## src/rtl/pipe_exec_ctrl_pkg.sv

```systemverilog
// Shared types for the pipeline execution sequencer: command codes, FSM states, defaults.
// Latency: n/a (types and constants only).
// Backpressure: n/a.
package pipe_exec_ctrl_pkg;

  // Debug-unit command encoding
  typedef enum logic [1:0] {
    CMD_STOP  = 2'b00,
    CMD_RUN   = 2'b01,
    CMD_STEP  = 2'b10,
    CMD_CLEAR = 2'b11
  } cmd_e;

  // Sequencer states; the numeric codes are visible to the debug unit on o_state
  typedef enum logic [2:0] {
    ST_IDLE   = 3'd0,
    ST_RUN    = 3'd1,
    ST_STEP   = 3'd2,
    ST_DRAIN  = 3'd3,
    ST_HALTED = 3'd4
  } state_e;

  localparam int CNTW_DEF         = 32;
  localparam int DRAIN_CYCLES_DEF = 3;

endpackage

```

## src/rtl/pipe_exec_ctrl_if.sv

```systemverilog
// Command handshake, decode halt input and pipeline-control outputs of the execution sequencer.
// Latency: n/a (wiring only).
// Backpressure: o_cmd_ready from the sequencer qualifies i_cmd_valid.
interface pipe_exec_ctrl_if #(
  parameter int CNTW = 32
);
  logic            i_cmd_valid;
  logic [1:0]      i_cmd;
  logic            o_cmd_ready;
  logic            i_halt_detected;
  logic            o_pipe_en;
  logic            o_pc_en;
  logic            o_if_flush;
  logic            o_done;
  logic            o_cmd_err;
  logic            o_halted;
  logic [2:0]      o_state;
  logic [CNTW-1:0] o_cycle_cnt;

  // Debug unit / decode side
  modport master (
    output i_cmd_valid, i_cmd, i_halt_detected,
    input  o_cmd_ready, o_pipe_en, o_pc_en, o_if_flush, o_done,
           o_cmd_err, o_halted, o_state, o_cycle_cnt
  );

  // Sequencer side
  modport slave (
    input  i_cmd_valid, i_cmd, i_halt_detected,
    output o_cmd_ready, o_pipe_en, o_pc_en, o_if_flush, o_done,
           o_cmd_err, o_halted, o_state, o_cycle_cnt
  );
endinterface

```

## src/rtl/pipe_exec_ctrl_sat_counter.sv

```systemverilog
// Saturating up-counter with synchronous clear.
// Latency: q updates on the edge where en or clr is sampled.
// Backpressure: none; clr has priority over en, count holds at all-ones.
module sat_counter #(
  parameter int W = 32
) (
  input  logic         clk,
  input  logic         rst_n,
  input  logic         en,
  input  logic         clr,
  output logic [W-1:0] q
);
  logic [W-1:0] cnt_q, cnt_d;

  // Next count: clear wins, otherwise increment until all-ones
  always_comb begin
    cnt_d = cnt_q;
    if (clr)
      cnt_d = '0;
    else if (en && (cnt_q != {W{1'b1}}))
      cnt_d = cnt_q + W'(1);
  end

  // Count register
  always_ff @(posedge clk or negedge rst_n) begin
    if (!rst_n)
      cnt_q <= '0;
    else
      cnt_q <= cnt_d;
  end

  assign q = cnt_q;
endmodule

```

## src/rtl/pipe_exec_ctrl.sv

```systemverilog
// Execution sequencer: gates PC/pipeline enables for RUN/STEP/STOP and drains the pipe on HALT.
// Latency: enables are Moore on state (pc_en/if_flush also see halt combinationally); done/err one cycle after cause.
// Backpressure: o_cmd_ready drops in STEP and DRAIN, commands are only taken in IDLE/RUN/HALTED.
module pipe_exec_ctrl
  import pipe_exec_ctrl_pkg::*;
#(
  parameter int CNTW         = CNTW_DEF,
  parameter int DRAIN_CYCLES = DRAIN_CYCLES_DEF
) (
  input logic            i_clk,
  input logic            i_rst_n,
  pipe_exec_ctrl_if.slave bus
);
  localparam int DW = (DRAIN_CYCLES > 1) ? $clog2(DRAIN_CYCLES) : 1;

  state_e          state_q, state_d;
  logic [DW-1:0]   drain_q, drain_d;
  logic            done_q, done_d;
  logic            err_q, err_d;
  logic            cnt_clr;
  logic            cmd_ready;
  logic            accept;
  logic            active;
  logic            pipe_en;
  cmd_e            cmd;
  logic [CNTW-1:0] cnt;

  assign cmd = cmd_e'(bus.i_cmd);

  // Moore decode of state-only outputs
  always_comb begin
    cmd_ready = (state_q == ST_IDLE) || (state_q == ST_RUN) || (state_q == ST_HALTED);
    active    = (state_q == ST_RUN) || (state_q == ST_STEP);
    pipe_en   = active || (state_q == ST_DRAIN);
  end

  assign accept = bus.i_cmd_valid && cmd_ready;

  // Next-state logic; a halt seen in RUN/STEP takes priority over any command that cycle
  always_comb begin
    state_d = state_q;
    drain_d = drain_q;
    done_d  = 1'b0;
    err_d   = 1'b0;
    cnt_clr = 1'b0;
    case (state_q)
      ST_IDLE: begin
        if (accept) begin
          case (cmd)
            CMD_RUN:   state_d = ST_RUN;
            CMD_STEP:  state_d = ST_STEP;
            CMD_CLEAR: cnt_clr = 1'b1;
            default:   state_d = ST_IDLE;
          endcase
        end
      end
      ST_RUN: begin
        if (bus.i_halt_detected) begin
          state_d = ST_DRAIN;
          drain_d = DW'(DRAIN_CYCLES - 1);
        end else if (accept) begin
          if (cmd == CMD_STOP)
            state_d = ST_IDLE;
          else
            err_d = 1'b1;
        end
      end
      ST_STEP: begin
        if (bus.i_halt_detected) begin
          state_d = ST_DRAIN;
          drain_d = DW'(DRAIN_CYCLES - 1);
        end else begin
          state_d = ST_IDLE;
          done_d  = 1'b1;
        end
      end
      ST_DRAIN: begin
        if (drain_q == '0) begin
          state_d = ST_HALTED;
          done_d  = 1'b1;
        end else begin
          drain_d = drain_q - DW'(1);
        end
      end
      ST_HALTED: begin
        if (accept) begin
          if (cmd == CMD_CLEAR) begin
            state_d = ST_IDLE;
            cnt_clr = 1'b1;
          end else begin
            err_d = 1'b1;
          end
        end
      end
      default: state_d = ST_IDLE;
    endcase
  end

  // State, drain counter and registered pulse outputs
  always_ff @(posedge i_clk or negedge i_rst_n) begin
    if (!i_rst_n) begin
      state_q <= ST_IDLE;
      drain_q <= '0;
      done_q  <= 1'b0;
      err_q   <= 1'b0;
    end else begin
      state_q <= state_d;
      drain_q <= drain_d;
      done_q  <= done_d;
      err_q   <= err_d;
    end
  end

  sat_counter #(.W(CNTW)) u_cycle_cnt (
    .clk   (i_clk),
    .rst_n (i_rst_n),
    .en    (pipe_en),
    .clr   (cnt_clr),
    .q     (cnt)
  );

  assign bus.o_cmd_ready = cmd_ready;
  assign bus.o_pipe_en   = pipe_en;
  assign bus.o_pc_en     = active && !bus.i_halt_detected;
  assign bus.o_if_flush  = active && bus.i_halt_detected;
  assign bus.o_done      = done_q;
  assign bus.o_cmd_err   = err_q;
  assign bus.o_halted    = (state_q == ST_HALTED);
  assign bus.o_state     = state_q;
  assign bus.o_cycle_cnt = cnt;
endmodule

```

## src/flat_wrapper.sv

```systemverilog
// flat-port wrapper written by rule: the top's interface ports become plain ports
module pipe_exec_ctrl_flat import pipe_exec_ctrl_pkg::*;
#(
  parameter int CNTW         = CNTW_DEF,
  parameter int DRAIN_CYCLES = DRAIN_CYCLES_DEF
)
  (i_clk, i_rst_n, bus_i_cmd_valid, bus_i_cmd, bus_i_halt_detected, bus_o_cmd_ready, bus_o_pipe_en, bus_o_pc_en, bus_o_if_flush, bus_o_done, bus_o_cmd_err, bus_o_halted, bus_o_state, bus_o_cycle_cnt);
  pipe_exec_ctrl_if #(.CNTW(CNTW)) bus_i ();
  input logic i_clk;
  input logic i_rst_n;
  input wire logic [$bits(bus_i.i_cmd_valid)-1:0] bus_i_cmd_valid;
  input wire logic [$bits(bus_i.i_cmd)-1:0] bus_i_cmd;
  input wire logic [$bits(bus_i.i_halt_detected)-1:0] bus_i_halt_detected;
  output wire logic [$bits(bus_i.o_cmd_ready)-1:0] bus_o_cmd_ready;
  output wire logic [$bits(bus_i.o_pipe_en)-1:0] bus_o_pipe_en;
  output wire logic [$bits(bus_i.o_pc_en)-1:0] bus_o_pc_en;
  output wire logic [$bits(bus_i.o_if_flush)-1:0] bus_o_if_flush;
  output wire logic [$bits(bus_i.o_done)-1:0] bus_o_done;
  output wire logic [$bits(bus_i.o_cmd_err)-1:0] bus_o_cmd_err;
  output wire logic [$bits(bus_i.o_halted)-1:0] bus_o_halted;
  output wire logic [$bits(bus_i.o_state)-1:0] bus_o_state;
  output wire logic [$bits(bus_i.o_cycle_cnt)-1:0] bus_o_cycle_cnt;
  assign bus_i.i_cmd_valid = bus_i_cmd_valid;
  assign bus_i.i_cmd = bus_i_cmd;
  assign bus_i.i_halt_detected = bus_i_halt_detected;
  assign bus_o_cmd_ready = bus_i.o_cmd_ready;
  assign bus_o_pipe_en = bus_i.o_pipe_en;
  assign bus_o_pc_en = bus_i.o_pc_en;
  assign bus_o_if_flush = bus_i.o_if_flush;
  assign bus_o_done = bus_i.o_done;
  assign bus_o_cmd_err = bus_i.o_cmd_err;
  assign bus_o_halted = bus_i.o_halted;
  assign bus_o_state = bus_i.o_state;
  assign bus_o_cycle_cnt = bus_i.o_cycle_cnt;
  pipe_exec_ctrl #(.CNTW(CNTW), .DRAIN_CYCLES(DRAIN_CYCLES)) u_core (.i_clk(i_clk), .i_rst_n(i_rst_n), .bus(bus_i));
endmodule
```

## config.mk

```make
export PLATFORM = sky130hd
export DESIGN_NAME = pipe_exec_ctrl_flat
export DESIGN_NICKNAME = d
export VERILOG_FILES = /design/src/rtl/pipe_exec_ctrl_pkg.sv /design/src/rtl/pipe_exec_ctrl_if.sv /design/src/rtl/pipe_exec_ctrl_sat_counter.sv /design/src/rtl/pipe_exec_ctrl.sv /design/src/flat_wrapper.sv
export SDC_FILE = /design/constraint.sdc
export NUM_CORES = 1
export LEC_CHECK = 0
export CAP_MARGIN = 0
export CELL_PAD_IN_SITES_DETAIL_PLACEMENT = 1
export CELL_PAD_IN_SITES_GLOBAL_PLACEMENT = 2
export CORE_MARGIN = 10
export CORE_UTILIZATION = 40
export DETAILED_ROUTE_END_ITERATION = 6
export DONT_BUFFER_PORTS = 1
export GPL_TIMING_DRIVEN = 1
export PLACE_DENSITY_LB_ADDON = 0.05
export SLEW_MARGIN = 20
export SYNTH_ARGS = -nofsm -noshare
export SYNTH_HDL_FRONTEND = slang
export SYNTH_SLANG_ARGS = --single-unit
export TNS_END_PERCENT = 10
```

## constraint.sdc

```tcl
create_clock -name i_clk -period 5.25 [get_ports i_clk]
set_clock_uncertainty 0.1 [all_clocks]
set_input_delay 0.7875 -clock i_clk [delete_from_list [all_inputs] [get_ports i_clk]]
set_output_delay 0.7875 -clock i_clk [all_outputs]
set_load 0.02 [all_outputs]
```

# Yosys cells after proc, flatten, opt, wreduce, memory -nomap -nowiden
# Index checks and enable logic that the tools add are counted.
[word_totals]
output_inout_bits = 42
inputBits = 6
ff_bits = 39
word_cells = 69
[classes]
n_mux = 27
reduce_logical = 18
add_sub_neg = 2
eq_ne = 17
[ops]
columns = ["op", "n"]
rows = [
  ["32-bit 2-to-1 mux", 2],
  ["32-bit by 1-bit adder with 32-bit output, second input constant", 1],
  ["32-bit != test, second input constant", 1],
  ["3-bit 2-to-1 mux", 7],
  ["3-bit one-hot mux with 5 select lines", 1],
  ["1-bit 2-to-1 mux", 10],
  ["3-bit one-hot mux with 3 select lines", 1],
  ["2-bit by 1-bit != test with 1-bit output, second input constant", 4],
  ["7-bit AND reduction", 1],
  ["3-bit by 2-bit == test with 1-bit output, second input constant", 2],
  ["2-bit 2-to-1 mux", 3],
  ["2-bit != test, second input constant", 3],
  ["2-bit == test, second input constant", 2],
  ["1-bit logical AND", 4],
  ["2-bit logical NOT", 2],
  ["1-bit logical OR", 4],
  ["1-bit one-hot mux with 2 select lines", 2],
  ["2-bit one-hot mux with 2 select lines", 1],
  ["2-bit nonzero test", 2],
  ["2-bit OR reduction", 2],
  ["3-bit by 1-bit == test with 1-bit output, second input constant", 1],
  ["3-bit == test, second input constant", 1],
  ["3-bit logical NOT", 1],
  ["3-bit by 2-bit != test with 1-bit output, second input constant", 1],
  ["5 further kinds", 5],
]

# Longest topological paths before layout
[logic_depth]
ltp_word = 7
ltp_mapped = 8
mapped_depth_nobuf = 6

# By module
# A second synthesis with hierarchy kept.
[unflattened]
cells_unflattened = 251
hier_area_um2 = 2328.5
[by_module_without_submodules]
columns = ["mod", "seq_area_each_um2", "instances", "cells_each", "area_each_um2"]
rows = [
  ["sat_counter", 800.8, 1, 198, 1854.3],
  ["pipe_exec_ctrl", 175.2, 1, 53, 474.2],
]

# Worst setup path after synthesis
# No wires, ideal clock.
[synth_path]
path_type = "reg-to-reg"
start = "register u_core.u_cycle_cnt.cnt_q[3], in the netlist u_core.u_cycle_cnt.q[3]"
end = "register u_core.u_cycle_cnt.cnt_q[31], in the netlist u_core.u_cycle_cnt.q[31]"
t_arrival_ns = 2.171
setup_slack_ns = 2.901
setup_ns = 0.077
stages_incl_launch_ff = 6
synth_period_minus_slack_ns = 2.349
required_ns = 5.073
path_cell_list = "dfrtp_1 -> nand4_4 -> or4_4 -> a2111o_1 -> or3_1 -> a21oi_1"
[synth_via]
elab_chain_cells = 3
word_cells_on_any_way = 6
cone_classes = "add/sub (1); eq/ne (1); mux (2); reduce/logical (2)"
[synth_rtl]
columns = ["item", "line_no", "text"]
rows = [
  ["start: declaration", "pipe_exec_ctrl_sat_counter.sv:13", "logic [W-1:0] cnt_q, cnt_d;"],
  ["start signal: assignment", "pipe_exec_ctrl_sat_counter.sv:29", "cnt_q <= cnt_d;"],
  ["32-bit by 1-bit adder with 32-bit output / 32-bit != test (equally long branches)", "pipe_exec_ctrl_sat_counter.sv:21, pipe_exec_ctrl_sat_counter.sv:20", ""],
  ["32-bit 2-to-1 mux / 1-bit logical AND (equally long branches)", "pipe_exec_ctrl_sat_counter.sv:20", "else if (en && (cnt_q != {W{1'b1}}))"],
  ["32-bit 2-to-1 mux / 2-bit nonzero test (equally long branches)", "--", ""],
]
# Several ways; a longest one is shown, not always the timed one. The select of a mux whose other input is x is not followed.
# A chain may end at the register's enable or synchronous reset.

# Worst setup path in the final report
[layout_path]
start = "register u_core.state_q[0], in the netlist u_core.bus.o_state[0]"
end = "register u_core.u_cycle_cnt.cnt_q[31], in the netlist u_core.u_cycle_cnt.q[31]"
[layout_via]
word_cells_on_any_way = 16
cone_classes = "eq/ne (4); mux (3); reduce/logical (9)"
[layout_rtl]
columns = ["item", "line_no", "text"]
rows = [
  ["start: declaration", "pipe_exec_ctrl.sv:16", "state_e state_q, state_d;"],
  ["start signal: assignment", "pipe_exec_ctrl.sv:107", "state_q <= state_d;"],
  ["3-bit by 1-bit == test with 1-bit output / 3-bit by 2-bit == test with 1-bit output (equally long branches)", "pipe_exec_ctrl.sv:33", "active = (state_q == ST_RUN) || (state_q == ST_STEP);"],
  ["1-bit logical OR", "pipe_exec_ctrl.sv:33", ""],
  ["1-bit logical OR (*)", "pipe_exec_ctrl.sv:34", "pipe_en = active || (state_q == ST_DRAIN);"],
  ["net bus_o_pipe_en", "flat_wrapper.sv:15", "output wire logic [$bits(bus_i.o_pipe_en)-1:0] bus_o_pipe_en;"],
  ["1-bit logical AND (*)", "pipe_exec_ctrl_sat_counter.sv:20", ""],
  ["2-bit nonzero test (no line) (*)", "--", ""],
]
# Mark *: on every way through the listed nets, which the timed path passes. The rest lies on a longest branch.

==> impl_metrics.env <==
export IMPL_initial_antenna_violation_count=0
export IMPL_primary_ff_master_synth="sky130_fd_sc_hd__dfrtp_1"
export IMPL_area_delta_synth_final_pct=4.245
export IMPL_num_rows=27
export IMPL_tritoncts="done"
export IMPL_synth_fp_nets=263
export IMPL_endpoint_kind="flip-flop"
export IMPL_timing_worst_slew_pin_value_ns=0.9154
export IMPL_mappedNetlistArea_mm2=0.002270
export IMPL_hold_path_class="in -> async"
export IMPL_floorplan_die_height_um=95.33
export IMPL_internal_power_uw=570.1
export IMPL_routedWlPerCell_um=20.54
export IMPL_vias_per_cell=6.274
export IMPL_min_period_ns=3.260
export IMPL_grtUsageMet1_pct=20.06
export IMPL_firstDrtPassIters=4
export IMPL_critPathRequiredTime_ns=5.36
export IMPL_ys_seq_area_share_pct=43.00
export IMPL_global_route_usage_over_all_layers_pct=14.84
export IMPL_netlist_cell_type_count=46
export IMPL_timing_critical_path_from_type="flip-flop"
export IMPL_grt_busiest_layer="met2"
export IMPL_timing_hold_violations_final=0
export IMPL_final_min_period_over_clock_period_pct=62.10
export IMPL_synthCells=255
export IMPL_timing_setup_critical_path_class="reg -> reg"
export IMPL_floorplan_io_pins=48
export IMPL_cts_inserted_buffers=5
export IMPL_maxClockFrequency_mhz=306.7
export IMPL_placed_cell_areas_mm2=0.002293
export IMPL_postLayoutSetupSlackWorst_ns=1.990
export IMPL_rsz0062_at_grt="no"
export IMPL_vias=2014
export IMPL_outcome="finished, final reports clean"
export IMPL_postSynth_asyncResetShare_pct=100.0
export IMPL_grt_use_met2_pct=22.39
export IMPL_irDropWorstVdd_mv=0.1912
export IMPL_dp_slack_ns=1.957
export IMPL_antenna_cells_inserted=0
export IMPL_report_final_slew_viol_count=0
export IMPL_arrival_worst_endpoint_ns=3.37
export IMPL_syn_avg_cell_area_um2=8.901
export IMPL_fp_dieArea_mm2=0.009087
export IMPL_yosys_register_bits=39
export IMPL_worst_path_dominant_cell_family="compound AO/OA/AOI/OAI gates"
export IMPL_setup_total_negative_slack_ns=0
export IMPL_critical_path_peak_fanout=18
export IMPL_final_nets=258
export IMPL_drt_iter0_drc=87
export IMPL_place_congestion=0.7739
export IMPL_floorplan_initialDensity_pct=41.22
export IMPL_worst_path_largest_cell_delay_ns=0.81
export IMPL_vias_in_the_first_global_route=1923
export IMPL_drt_total_wl_mm=6.594
export IMPL_post_cts_buffers=0
export IMPL_final_layout_size_suffix_gt1_share_pct=4.016
export IMPL_clkSlewWorstSetupHoldPaths_ns=0.08
export IMPL_cts_hold_buffers=0
export IMPL_critical_path_slowest_cell="sky130_fd_sc_hd__dfrtp_1"
export IMPL_switching_share_pct=47.21
export IMPL_drv_cap=0
export IMPL_pwr_share_seq_pct=56.8
export IMPL_yosysWarningCount=0
export IMPL_remaining_drc_errors=0
export IMPL_clock_power_share_pct=17.9
export IMPL_postLayoutCellArea_mm2=0.002366
export IMPL_clockRootBuffer="sky130_fd_sc_hd__clkbuf_8"
export IMPL_wire_length_of_the_first_global_routing_pass_mm=10.71
export IMPL_power_density_cell_area_mw_per_mm2=456.4
export IMPL_dieWidth_um=95.33
export IMPL_grt_start_max_net_pins=40
export IMPL_synth_edf_count=0
export IMPL_clock_path_buffers=2
export IMPL_place_hpwl_mm=4.792
export IMPL_setup_violations_final=0
export IMPL_htree_levels=2
export IMPL_grt_overflow=0
export IMPL_power_net_switching_uw=509.7
export IMPL_core_region_area_mm2=0.005507
export IMPL_combinationalPowerShare_pct=25.3
export IMPL_crit_path_cells="o21bai_1, inv_1, nand4_1, a2111o_1, or3_1, a21oi_1"
export IMPL_max_slew_margin_rel_pct=38.97
export IMPL_detail_route_antenna_nets=0
export IMPL_numClockSinks=39
export IMPL_globalRouteMet3Util_pct=5.185
export IMPL_buf_inv_on_cp=1
export IMPL_post_cts_resize_count=0
export IMPL_clock_insertion_delay_worst_skew_ns=0.29
export IMPL_p_leak_uw=0.0008921
export IMPL_portBuffers=0
cell usage after synthesis, drive strengths merged (5+ instances only):
master / count / share of area (%)
buf: 5 / 1.3
o31ai: 6 / 2.0
nand4: 12 / 4.0
or4: 6 / 2.2
o21ai: 15 / 3.3
nor2: 15 / 2.5
nand2: 25 / 4.1
dfrtp: 39 / 43
a21oi: 25 / 5.5
mux2i: 6 / 2.6
or3: 12 / 3.3
inv: 8 / 1.3
clkbuf: 7 / 1.6
nor3: 12 / 2.6
nand3: 11 / 2.4
cell type report:
type	count	area, um^2
tap	72	90.09
sequential	39	975.9
inverter	8	30.03
multi-input combinational	196	1197
clock buffer	6	72.57
fill	642	3141
worst register-to-register path, stage by stage (launching register included):
cell and delay, ns:
sky130_fd_sc_hd__dfrtp_1 0.81, sky130_fd_sc_hd__o21bai_1 0.34, sky130_fd_sc_hd__inv_1 0.37, sky130_fd_sc_hd__nand4_1 0.47
sky130_fd_sc_hd__a2111o_1 0.58, sky130_fd_sc_hd__or3_1 0.38, sky130_fd_sc_hd__a21oi_1 0.14
kinds of logic (layout without fill, tap and decap cells):
| group | Yosys count | count (layout) | synth area share [%] |
|---|---|---|---|
| compound gates | 67 | 67 | 18.19 |
| mux | 7 | 7 | 3.142 |
| flops | 39 | 39 | 43.00 |
| buf+inv | 20 | 14 | 4.244 |
| xor+xnor | 7 | 7 | 2.701 |
| simple gates | 113 | 113 | 27.62 |
| fa+ha+maj | 2 | 2 | 1.102 |
final timing paths:
path,startpoint,to,slack (ns),cells after the start
max in group asynchronous,i_rst_n,u_core.bus.o_state[0],4.86,0
worst min-delay path,i_rst_n,u_core.u_cycle_cnt.q[30],0.08,0
min in group i_clk,u_core.drain_q[1],u_core.drain_q[1],0.46,2
worst max register to register,u_core.bus.o_state[0],u_core.u_cycle_cnt.q[31],1.99,6
worst max-delay path,u_core.bus.o_state[0],u_core.u_cycle_cnt.q[31],1.99,6
worst min register to register,u_core.drain_q[1],u_core.drain_q[1],0.46,2
registers in the layout, summed over array words and instances (netlist names):
name and flops:
u_core.bus.o_done 1, u_core.bus.o_state 3, u_core.drain_q 2, u_core.u_cycle_cnt.q 32, u_core.bus.o_cmd_err 1
through the flow:
step / hold WS [ns] / std cells / util (%) / total power [uW]
2_1_floorplan: 0.3919 / 255 / - / 809.4
3_3_place_gp: 0.3933 / 315 / 41.65 / 893.3
3_5_place_dp: 0.3934 / 315 / 41.65 / 901.0
4_1_cts: 0.07480 / 321 / 42.97 / 1097
5_1_grt: 0.06766 / 321 / 42.97 / 1157
6_report: 0.08189 / 321 / 42.97 / 1080
power groups by stage:
stage | Clock, uW | Sequential [uW] | Combinational [uW]
5_1_grt | 209 | 637 | 311
3_5_place_dp | 0 | 625 | 276
4_1_cts | 201 | 618 | 277
6_report | 193 | 614 | 273
3_3_place_gp | 0 | 623 | 270
2_1_floorplan | 0 | 551 | 259
routing by layer:
layer / wire length, um / up-vias
met5: 0 / -
met4: 40 / 0
met3: 469 / 5
met2: 3126 / 41
met1: 2957 / 1016
li1: - / 952
cells in the final DEF, fill, tap and decap left out, drive strengths merged, types with 6 or more instances in the layout:
cell    instances
dfrtp          39
a21oi          25
nand2          25
nor2           15
o21ai          15
nor3           12
or3            12
nand4          12
nand3          11
inv             8
mux2i           6
o31ai           6
clkbuf          6
or4             6
Note: power is estimated with default switching activity, not from simulation.
